## config.mk

```make
export PLATFORM = sky130hd
export DESIGN_NAME = food_placer
export DESIGN_NICKNAME = d
export VERILOG_FILES = /design/src/rtl/food_placer.sv
export SDC_FILE = /design/constraint.sdc
export NUM_CORES = 1
export LEC_CHECK = 0
export CORE_ASPECT_RATIO = 2
export CORE_MARGIN = 4
export CORE_UTILIZATION = 49
export DETAILED_ROUTE_END_ITERATION = 10
export PLACE_DENSITY = 0.78
export SKIP_LAST_GASP = 1
export SLEW_MARGIN = 10
export SYNTH_ARGS = -nofsm -noshare
export SYNTH_HDL_FRONTEND = slang
export SYNTH_SLANG_ARGS = --single-unit
```

## constraint.sdc

```tcl
create_clock -name clk -period 2.05 [get_ports clk]
set_input_delay 0.205 -clock clk [delete_from_list [all_inputs] [get_ports clk]]
set_output_delay 0.205 -clock clk [all_outputs]
set_load 0.03 [all_outputs]
```

## src/rtl/food_placer.sv

```systemverilog
`default_nettype none
// ============================================================================
// food_placer: maps LFSR samples to a playfield cell, queries occupancy and
// commits the first free cell. Optional macro FOOD_SCAN_EN adds a raster-scan
// fallback after MAX_TRIES hits and drives the full flag.
// Revision: 1.0
// ============================================================================
module food_placer #(
  parameter int GRID_W    = 24,
  parameter int GRID_H    = 24,
  parameter int MAX_TRIES = 8
) (
  input  logic       clk,
  input  logic       reset,
  input  logic [4:0] rand_val,    // LFSR sample; "rand" is a reserved word
  input  logic       place_req,
  output logic       busy,
  output logic       done,
  output logic [4:0] food_x,
  output logic [4:0] food_y,
  output logic       food_valid,
  output logic       full,
  output logic       q_valid,
  output logic [4:0] q_x,
  output logic [4:0] q_y,
  input  logic       q_occ
);

  localparam logic [5:0] c_grid_w6    = 6'(GRID_W);
  localparam logic [5:0] c_grid_h6    = 6'(GRID_H);
  localparam logic [3:0] c_max_tries  = 4'(MAX_TRIES);
`ifdef FOOD_SCAN_EN
  localparam logic [4:0] c_x_last     = 5'(GRID_W - 1);
  localparam logic [4:0] c_y_last     = 5'(GRID_H - 1);
`endif

  typedef enum logic [2:0] {
    IDLE   = 3'd0,
    SX     = 3'd1,
    SY     = 3'd2,
    QUERY  = 3'd3,
    CHECK  = 3'd4,
    COMMIT = 3'd5
`ifdef FOOD_SCAN_EN
    ,
    SCAN_Q = 3'd6,
    SCAN_C = 3'd7
`endif
  } state_t;

  // A single conditional subtract suffices because GRID >= 16 and r <= 31.
  function automatic logic [4:0] map_dim(input logic [4:0] r, input logic [5:0] lim);
    logic [5:0] t;
    t = {1'b0, r};
    if (t >= lim) t = t - lim;
    return t[4:0];
  endfunction

  state_t     state_q, state_d;
  logic [4:0] x_q, x_d, y_q, y_d;
  logic [3:0] tries_q, tries_d;
  logic       busy_q, busy_d, done_q, done_d;
  logic [4:0] food_x_q, food_x_d, food_y_q, food_y_d;
  logic       food_valid_q, food_valid_d;
  logic       q_valid_q, q_valid_d;
  logic [4:0] q_x_q, q_x_d, q_y_q, q_y_d;
`ifdef FOOD_SCAN_EN
  logic       full_q, full_d;
`endif

  always_comb begin
    state_d      = state_q;
    x_d          = x_q;
    y_d          = y_q;
    tries_d      = tries_q;
    busy_d       = busy_q;
    done_d       = 1'b0;
    food_x_d     = food_x_q;
    food_y_d     = food_y_q;
    food_valid_d = food_valid_q;
`ifdef FOOD_SCAN_EN
    full_d       = full_q;
`endif
    case (state_q)
      IDLE: begin
        if (place_req) begin
          state_d      = SX;
          busy_d       = 1'b1;
          food_valid_d = 1'b0;
`ifdef FOOD_SCAN_EN
          full_d       = 1'b0;
`endif
        end
      end
      SX: begin
        x_d     = map_dim(rand_val, c_grid_w6);
        state_d = SY;
      end
      SY: begin
        y_d     = map_dim(rand_val, c_grid_h6);
        state_d = QUERY;
      end
      QUERY: state_d = CHECK;
      CHECK: begin
        if (!q_occ) begin
          state_d = COMMIT;
        end else begin
`ifdef FOOD_SCAN_EN
          tries_d = tries_q + 4'd1;
          if (tries_q + 4'd1 == c_max_tries) begin
            x_d     = 5'd0;
            y_d     = 5'd0;
            state_d = SCAN_Q;
          end else begin
            state_d = SX;
          end
`else
          // Counter only tracks attempts here; saturating avoids wrap noise.
          tries_d = (tries_q == c_max_tries) ? tries_q : tries_q + 4'd1;
          state_d = SX;
`endif
        end
      end
      COMMIT: begin
        food_x_d     = x_q;
        food_y_d     = y_q;
        food_valid_d = 1'b1;
        done_d       = 1'b1;
        busy_d       = 1'b0;
        tries_d      = 4'd0;
        state_d      = IDLE;
      end
`ifdef FOOD_SCAN_EN
      SCAN_Q: state_d = SCAN_C;
      SCAN_C: begin
        if (!q_occ) begin
          state_d = COMMIT;
        end else if (x_q == c_x_last) begin
          if (y_q == c_y_last) begin
            full_d       = 1'b1;
            food_valid_d = 1'b0;
            done_d       = 1'b1;
            busy_d       = 1'b0;
            tries_d      = 4'd0;
            state_d      = IDLE;
          end else begin
            x_d     = 5'd0;
            y_d     = y_q + 5'd1;
            state_d = SCAN_Q;
          end
        end else begin
          x_d     = x_q + 5'd1;
          state_d = SCAN_Q;
        end
      end
`endif
      default: state_d = IDLE;
    endcase

    // Query strobe is registered: it is high for the whole QUERY/SCAN_Q cycle.
`ifdef FOOD_SCAN_EN
    q_valid_d = (state_d == QUERY) || (state_d == SCAN_Q);
`else
    q_valid_d = (state_d == QUERY);
`endif
    q_x_d = q_valid_d ? x_d : q_x_q;
    q_y_d = q_valid_d ? y_d : q_y_q;
  end

  always_ff @(posedge clk or negedge reset) begin
    if (!reset) begin
      state_q      <= IDLE;
      x_q          <= 5'd0;
      y_q          <= 5'd0;
      tries_q      <= 4'd0;
      busy_q       <= 1'b0;
      done_q       <= 1'b0;
      food_x_q     <= 5'd0;
      food_y_q     <= 5'd0;
      food_valid_q <= 1'b0;
      q_valid_q    <= 1'b0;
      q_x_q        <= 5'd0;
      q_y_q        <= 5'd0;
    end else begin
      state_q      <= state_d;
      x_q          <= x_d;
      y_q          <= y_d;
      tries_q      <= tries_d;
      busy_q       <= busy_d;
      done_q       <= done_d;
      food_x_q     <= food_x_d;
      food_y_q     <= food_y_d;
      food_valid_q <= food_valid_d;
      q_valid_q    <= q_valid_d;
      q_x_q        <= q_x_d;
      q_y_q        <= q_y_d;
    end
  end

`ifdef FOOD_SCAN_EN
  always_ff @(posedge clk or negedge reset) begin
    if (!reset) full_q <= 1'b0;
    else        full_q <= full_d;
  end
  assign full = full_q;
`else
  assign full = 1'b0;
`endif

  assign busy       = busy_q;
  assign done       = done_q;
  assign food_x     = food_x_q;
  assign food_y     = food_y_q;
  assign food_valid = food_valid_q;
  assign q_valid    = q_valid_q;
  assign q_x        = q_x_q;
  assign q_y        = q_y_q;

endmodule
`default_nettype wire

```

==> Yosys cells after proc, flatten, opt, wreduce, memory -nomap -nowiden <==
Cells that the tools add are included.
{ "totals": {"register_bits": 37, "in_bits": 9, "out_inout_bits": 25, "wordCells": 34} }
{ "op_classes": {"n_addsub": 1, "n_lt_le_gt_ge": 1, "n_eq_ne": 7, "n_mux": 11, "reduce_logical": 3} }
{ "ops": {"columns": ["operator", "count"], "rows": [
  ["two-way mux 5 bit", 3],
  ["case mux 3 bit (5 select lines)", 1],
  ["equality test 3 x 2 -> 1 bit (second input constant)", 3],
  ["equality test 3 bit (second input constant)", 2],
  ["two-way mux 3 bit", 2],
  ["greater-or-equal comparator 5 bit (second input constant)", 1],
  ["subtractor 5 bit (second input constant)", 1],
  ["case mux 1 bit (2 select lines)", 2],
  ["equality test 3 x 1 -> 1 bit (second input constant)", 1],
  ["logical NOT 3 bit", 1],
  ["two-way mux 1 bit", 3],
  ["!= test 2 bit (second input constant)", 1],
  ["AND reduction 2 bit", 1],
  ["nonzero test 2 bit", 1]
]} }

==> Logic depth before layout (Yosys ltp) <==
{ "logic_depth": {"ltp_word": 3, "mapped_depth": 4, "mapped_depth_nobuf": 2} }

==> Worst setup path before layout <==
OpenSTA, ideal clock, no wires.
{ "synth_path": {"kind": "register to register", "startpoint": "register state_q[0]", "endpoint": "register q_x_q[2] (netlist: q_x[2])", "setup_ns": 0.125, "t_arrival_ns": 1.317, "required_time_ns": 1.925, "path_slack_ns": 0.608, "path_stages_with_launch": 5, "path_buffers": 2, "synth_period_minus_slack_ns": 1.442, "cell_sequence": "dfrtp_1 > buf_6 > nor3b_4 > buf_8 > mux2_4"} }
{ "synth_via": {"elab_chain_len": 3, "elab_cells_between_ends": 9, "cone_classes": "5 x eq/ne; 3 x mux; 1 x reduce/logical"} }
{ "synth_rtl": {"columns": ["element", "line", "text"], "rows": [
  ["from (decl)", "59", "state_t state_q, state_d;"],
  ["from (signal assigned)", "185", "state_q <= state_d;"],
  ["equality test 3 bit, or another cell as far along", null, null],
  ["case mux 3 bit (5 select lines) *", "84", "case (state_q)"],
  ["equality test 3 x 2 -> 1 bit *", "164", "q_valid_d = (state_d == QUERY);"],
  ["named net q_valid_d", "65", "logic q_valid_q, q_valid_d;"],
  ["to (signal assigned)", "195", "q_x_q <= q_x_d;"],
  ["to (decl)", "66", "logic [4:0] q_x_q, q_x_d, q_y_q, q_y_d;"]
]} }
The timed path passes the listed nets; every way through them passes the cells marked *.
A chain may end at the register's enable or synchronous reset.

==> Worst setup path after layout <==
{ "layout_path": {"startpoint": "register state_q[0]", "endpoint": "register x_q[0]"} }
{ "layout_via": {"elab_chain_len": 2} }
{ "layout_rtl": {"columns": ["element", "line", "text"], "rows": [
  ["equality test 3 x 1 -> 1 bit", "84", null],
  ["two-way mux 5 bit", "84", null],
  ["named net x_d[0]", "60", "logic [4:0] x_q, x_d, y_q, y_d;"],
  ["to (signal assigned)", "173", "x_q <= 5'd0;"],
  ["to (signal assigned)", "186", "x_q <= x_d;"],
  ["to (decl)", "60", null]
]} }
The timed path passes the listed nets, and every way through them passes these cells.

==> results.txt <==
- Status: complete, but fails checks
- The checks that failed: hold timing.
* Required time of the worst setup path: 2.22 ns
- Final cell count without fillers: 159
- The top cell type by area accounts for 61.5% of the synthesized area.
- Count of buffers from port buffering: 32
- Final Util: 64.4%
* Vias per Instance: 5.40
- Of all nets on the critical path, the largest fanout is 10.
- The first global-routing pass estimated 4.47 mm of wire.
- Kind of cell with the highest combined delay on the critical path: simple AND/OR/NAND/NOR gates
- Worst slack on hold paths: -0.0133 ns
- Clock-pin slew was measured on the worst setup and hold paths at 0.07 ns.
* Simple-Gate Fraction of Synth Area: 6.64%
- The worst setup path is captured at a register.
- DRC violation count after routing: 0
- Entering global routing, the biggest net connects 38 pins.
- Summing every instance area after synthesis gives 1510 sq um.
- Slowest-stage cell, CP: sky130_fd_sc_hd__nor3b_2
- Setup Viol. Count Final: 0
- Num CTS Buffers: 5
- During I/O placement, the number of pins put on the boundary was 34.
- Register bit count reported by yosys: 37
- Most common cell after layout, fill and taps aside: sky130_fd_sc_hd__dfrtp_1
- TritonCTS clock tree: yes
- Measured along the x axis, the die boundary spans 47.2 um.
* Final worst path period share: 79.9%
- Compared with the post-synthesis result, the final layout area differs by 25.8%.
- Worst Path Buf+Inv: 0
* Setup_tns: 0 ns
* WL per Instance: 16.6 um
* Total routing usage reported by global routing: 15.9%
- IR analysis of the VDD net gives a maximum drop of 865 uV.
- Insertion delay to the later sink of the worst-skew pair: 0.29 ns
- Biggest area consumer among synthesized cells: sky130_fd_sc_hd__dfrtp_1
* Synth Area per Inst: 16.0 sq um
- In this run the tightest slew margin relative to its limit is 48.4%.
* Number of detailed-route iterations in the first pass: 4
- Clock root buffer: sky130_fd_sc_hd__clkbuf_8
* Number of routed nets with antenna violations: 0
- The final hold violation count came to 26.
- Sinks on the clock net: 37
- Static timing analysis puts the maximum clock frequency at 0.611 GHz.
- Across all layers, the routed design uses 858 vias.
- Effective utilization at floorplan: 51.2%
- Total leakage power: 0.840 nW
- Cell Chain, Critical Path: nor3b_2 -> mux2_2
- Post-CTS repair changed the size of 0 cells.
* Gpl congestion: 0.667
- Yosys mapped the design onto 24 distinct sky130hd cell types.
- Of the total synthesized cell area, the portion taken by XOR and XNOR cells is 0.581%.
- CP max stage delay: 0.57 ns
- Fraction of the yosys area taken by sequential cells: 61.5%
- Number of nets at the end of the flow: 137
- Yosys printed 0 warnings.
* Maximum clock path buffer count: 2
* DP HPWL: 1.90 mm
* Initial antenna violation count: 0
- Crit path arrival time: 1.81 ns
- Number of maximum-capacitance violations: 0
* Hold-fix buffers, CTS: 0
* Number of max-slew violations in the final report: 0
* Most frequent cells in the layout: sky130_fd_sc_hd__dfrtp_1 (37), sky130_fd_sc_hd__clkdlybuf4s50_1 (31), sky130_fd_sc_hd__mux2_2 (21), sky130_fd_sc_hd__mux2_4 (9), sky130_fd_sc_hd__clkbuf_8 (5)
- Core outline area: 2940 sq um
- After detailed routing, the total wire length is 2.64 mm.
- Count of inserted antenna diode cells: 0
- The filler cells instantiated in the layout total 243.
- Setup repair after global routing missed its margin: no
- Post-Syn Nets: 103
- Main combinational cell family by area after synthesis: multiplexers
* Initial DRC count: 14
* Multiplexer share of the synthesized area: 24.7%
- The worst setup path is launched from a register.
- Category of the most critical setup path: register to register
- The tightest min-delay check is of the input port to async pin type.
- Including well taps, the total number of placed cells is 151.
* Overflow left after global routing: 0
- The floorplan step defined a die boundary enclosing 4080 sq um.
- Clock skew on the completed layout was measured at 0.00410 ns.
- Summing the areas of all compound-gate instances in the mapped netlist gives 2.08% of the synthesized area.
* Floorplan row count: 28
- Die extent in y: 86.4 um
* Total setup buffers inserted after CTS: 0
- Final critical path time including I/O delays and setup: 1.64 ns
- Synthesis produced a netlist whose cell count is 94.
* Via count of the first global-routing pass: 894
* H-Tree Depth: 2
* Share of cells above drive strength 1: 32.6%
- Sorting the synthesized cells by area gives the leading types as sky130_fd_sc_hd__dfrtp_1 (61%), sky130_fd_sc_hd__mux2_2 (16%), sky130_fd_sc_hd__mux2_4 (9.0%).
* Measured slew at the worst slew-check pin: 0.774 ns
- Power per Cell Area: 1770 nW/um^2
- Summing the areas of all fa, ha and maj instances in the mapped netlist gives 0% of the synthesized area.
routing by layer:
| layer | global-route usage, % | vias to the layer above | wire length (um) |
|---|---|---|---|
| li1 | - | 395 | - |
| met1 | 19.3 | 435 | 1050 |
| met2 | 24.8 | 23 | 1380 |
| met3 | 6.03 | 5 | 154 |
| met4 | 6.05 | 0 | 52 |
| met5 | 0 | - | 0 |
through the flow:
stage          total power [W]  area (sq um)  worst slack, ns  hold WS (ns)
6_report               0.00335          1900            0.412       -0.0133
5_1_grt                0.00355          1900            0.332        0.0378
4_1_cts                0.00340          1900            0.429        0.0199
3_5_place_dp           0.00290          1810            0.444         0.330
3_3_place_gp           0.00284          1810            0.458         0.330
2_1_floorplan          0.00237          1510            0.608       -0.0906
report_power, final:
group	internal (W)	switching, W	leakage, nW
registers	0.00106	0.000249	0.455
logic	0.000810	0.000745	0.341
clock network	0.000234	0.000254	0.0439
registers in the layout (all words and copies together) (netlist names):
| signal | flops |
|---|---|
| busy | 1 |
| q_x | 5 |
| state_q | 3 |
| food_x | 5 |
| x_q | 5 |
| food_valid | 1 |
| q_y | 5 |
| q_valid | 1 |
| food_y | 5 |
| y_q | 5 |
| done | 1 |
final cells by class:
class	count	area [sq um]	area share (%)
sequential	37	926	48.8
clock inverter	3	17.5	0.924
tap	30	37.5	1.98
inverter	2	7.51	0.396
timing repair buffer	33	323	17.0
clock buffer	5	68.8	3.63
multi-input combinational	49	515	27.2
path summary, 6_finish.rpt:
check	start	end	slack [ns]	depth (start not counted)
max in group asynchronous	reset	y_q[0]	1.57	1
max reg2reg	state_q[0]	x_q[0]	0.41	2
min	reset	done	-0.01	1
min in group clk	q_occ	state_q[2]	0.51	2
min reg2reg	y_q[1]	y_q[1]	0.51	1
max	state_q[0]	x_q[0]	0.41	2
cells by family (layout without fill, tap and decap cells):
group | count (synthesis) | in the layout
xor gates and xnor gates | 1 | 1
buffers and inverters | 8 | 43
muxes | 30 | 30
other | 1 | 1
AOI/OAI and AO/OA | 4 | 4
and+or+nand+nor | 13 | 13
DFF | 37 | 37
synth_stat cells:
master / count
sky130_fd_sc_hd__nor3b_4: 1
sky130_fd_sc_hd__buf_4: 2
sky130_fd_sc_hd__buf_2: 1
sky130_fd_sc_hd__nand2_1: 1
sky130_fd_sc_hd__a211oi_1: 1
sky130_fd_sc_hd__nand3b_1: 2
sky130_fd_sc_hd__xnor2_1: 1
sky130_fd_sc_hd__buf_6: 2
sky130_fd_sc_hd__nor3b_2: 1
sky130_fd_sc_hd__conb_1: 1
sky130_fd_sc_hd__nor3b_1: 1
sky130_fd_sc_hd__o211ai_1: 1
sky130_fd_sc_hd__nor2b_1: 3
sky130_fd_sc_hd__inv_1: 2
sky130_fd_sc_hd__a211o_1: 1
sky130_fd_sc_hd__nor2_1: 1
sky130_fd_sc_hd__o31ai_1: 1
sky130_fd_sc_hd__nand2b_1: 1
sky130_fd_sc_hd__nor4b_1: 1
sky130_fd_sc_hd__buf_8: 1
sky130_fd_sc_hd__dfrtp_1: 37
sky130_fd_sc_hd__mux2_4: 9
sky130_fd_sc_hd__nor3_1: 1
sky130_fd_sc_hd__mux2_2: 21
Note: power is estimated with default switching activity, not from simulation.
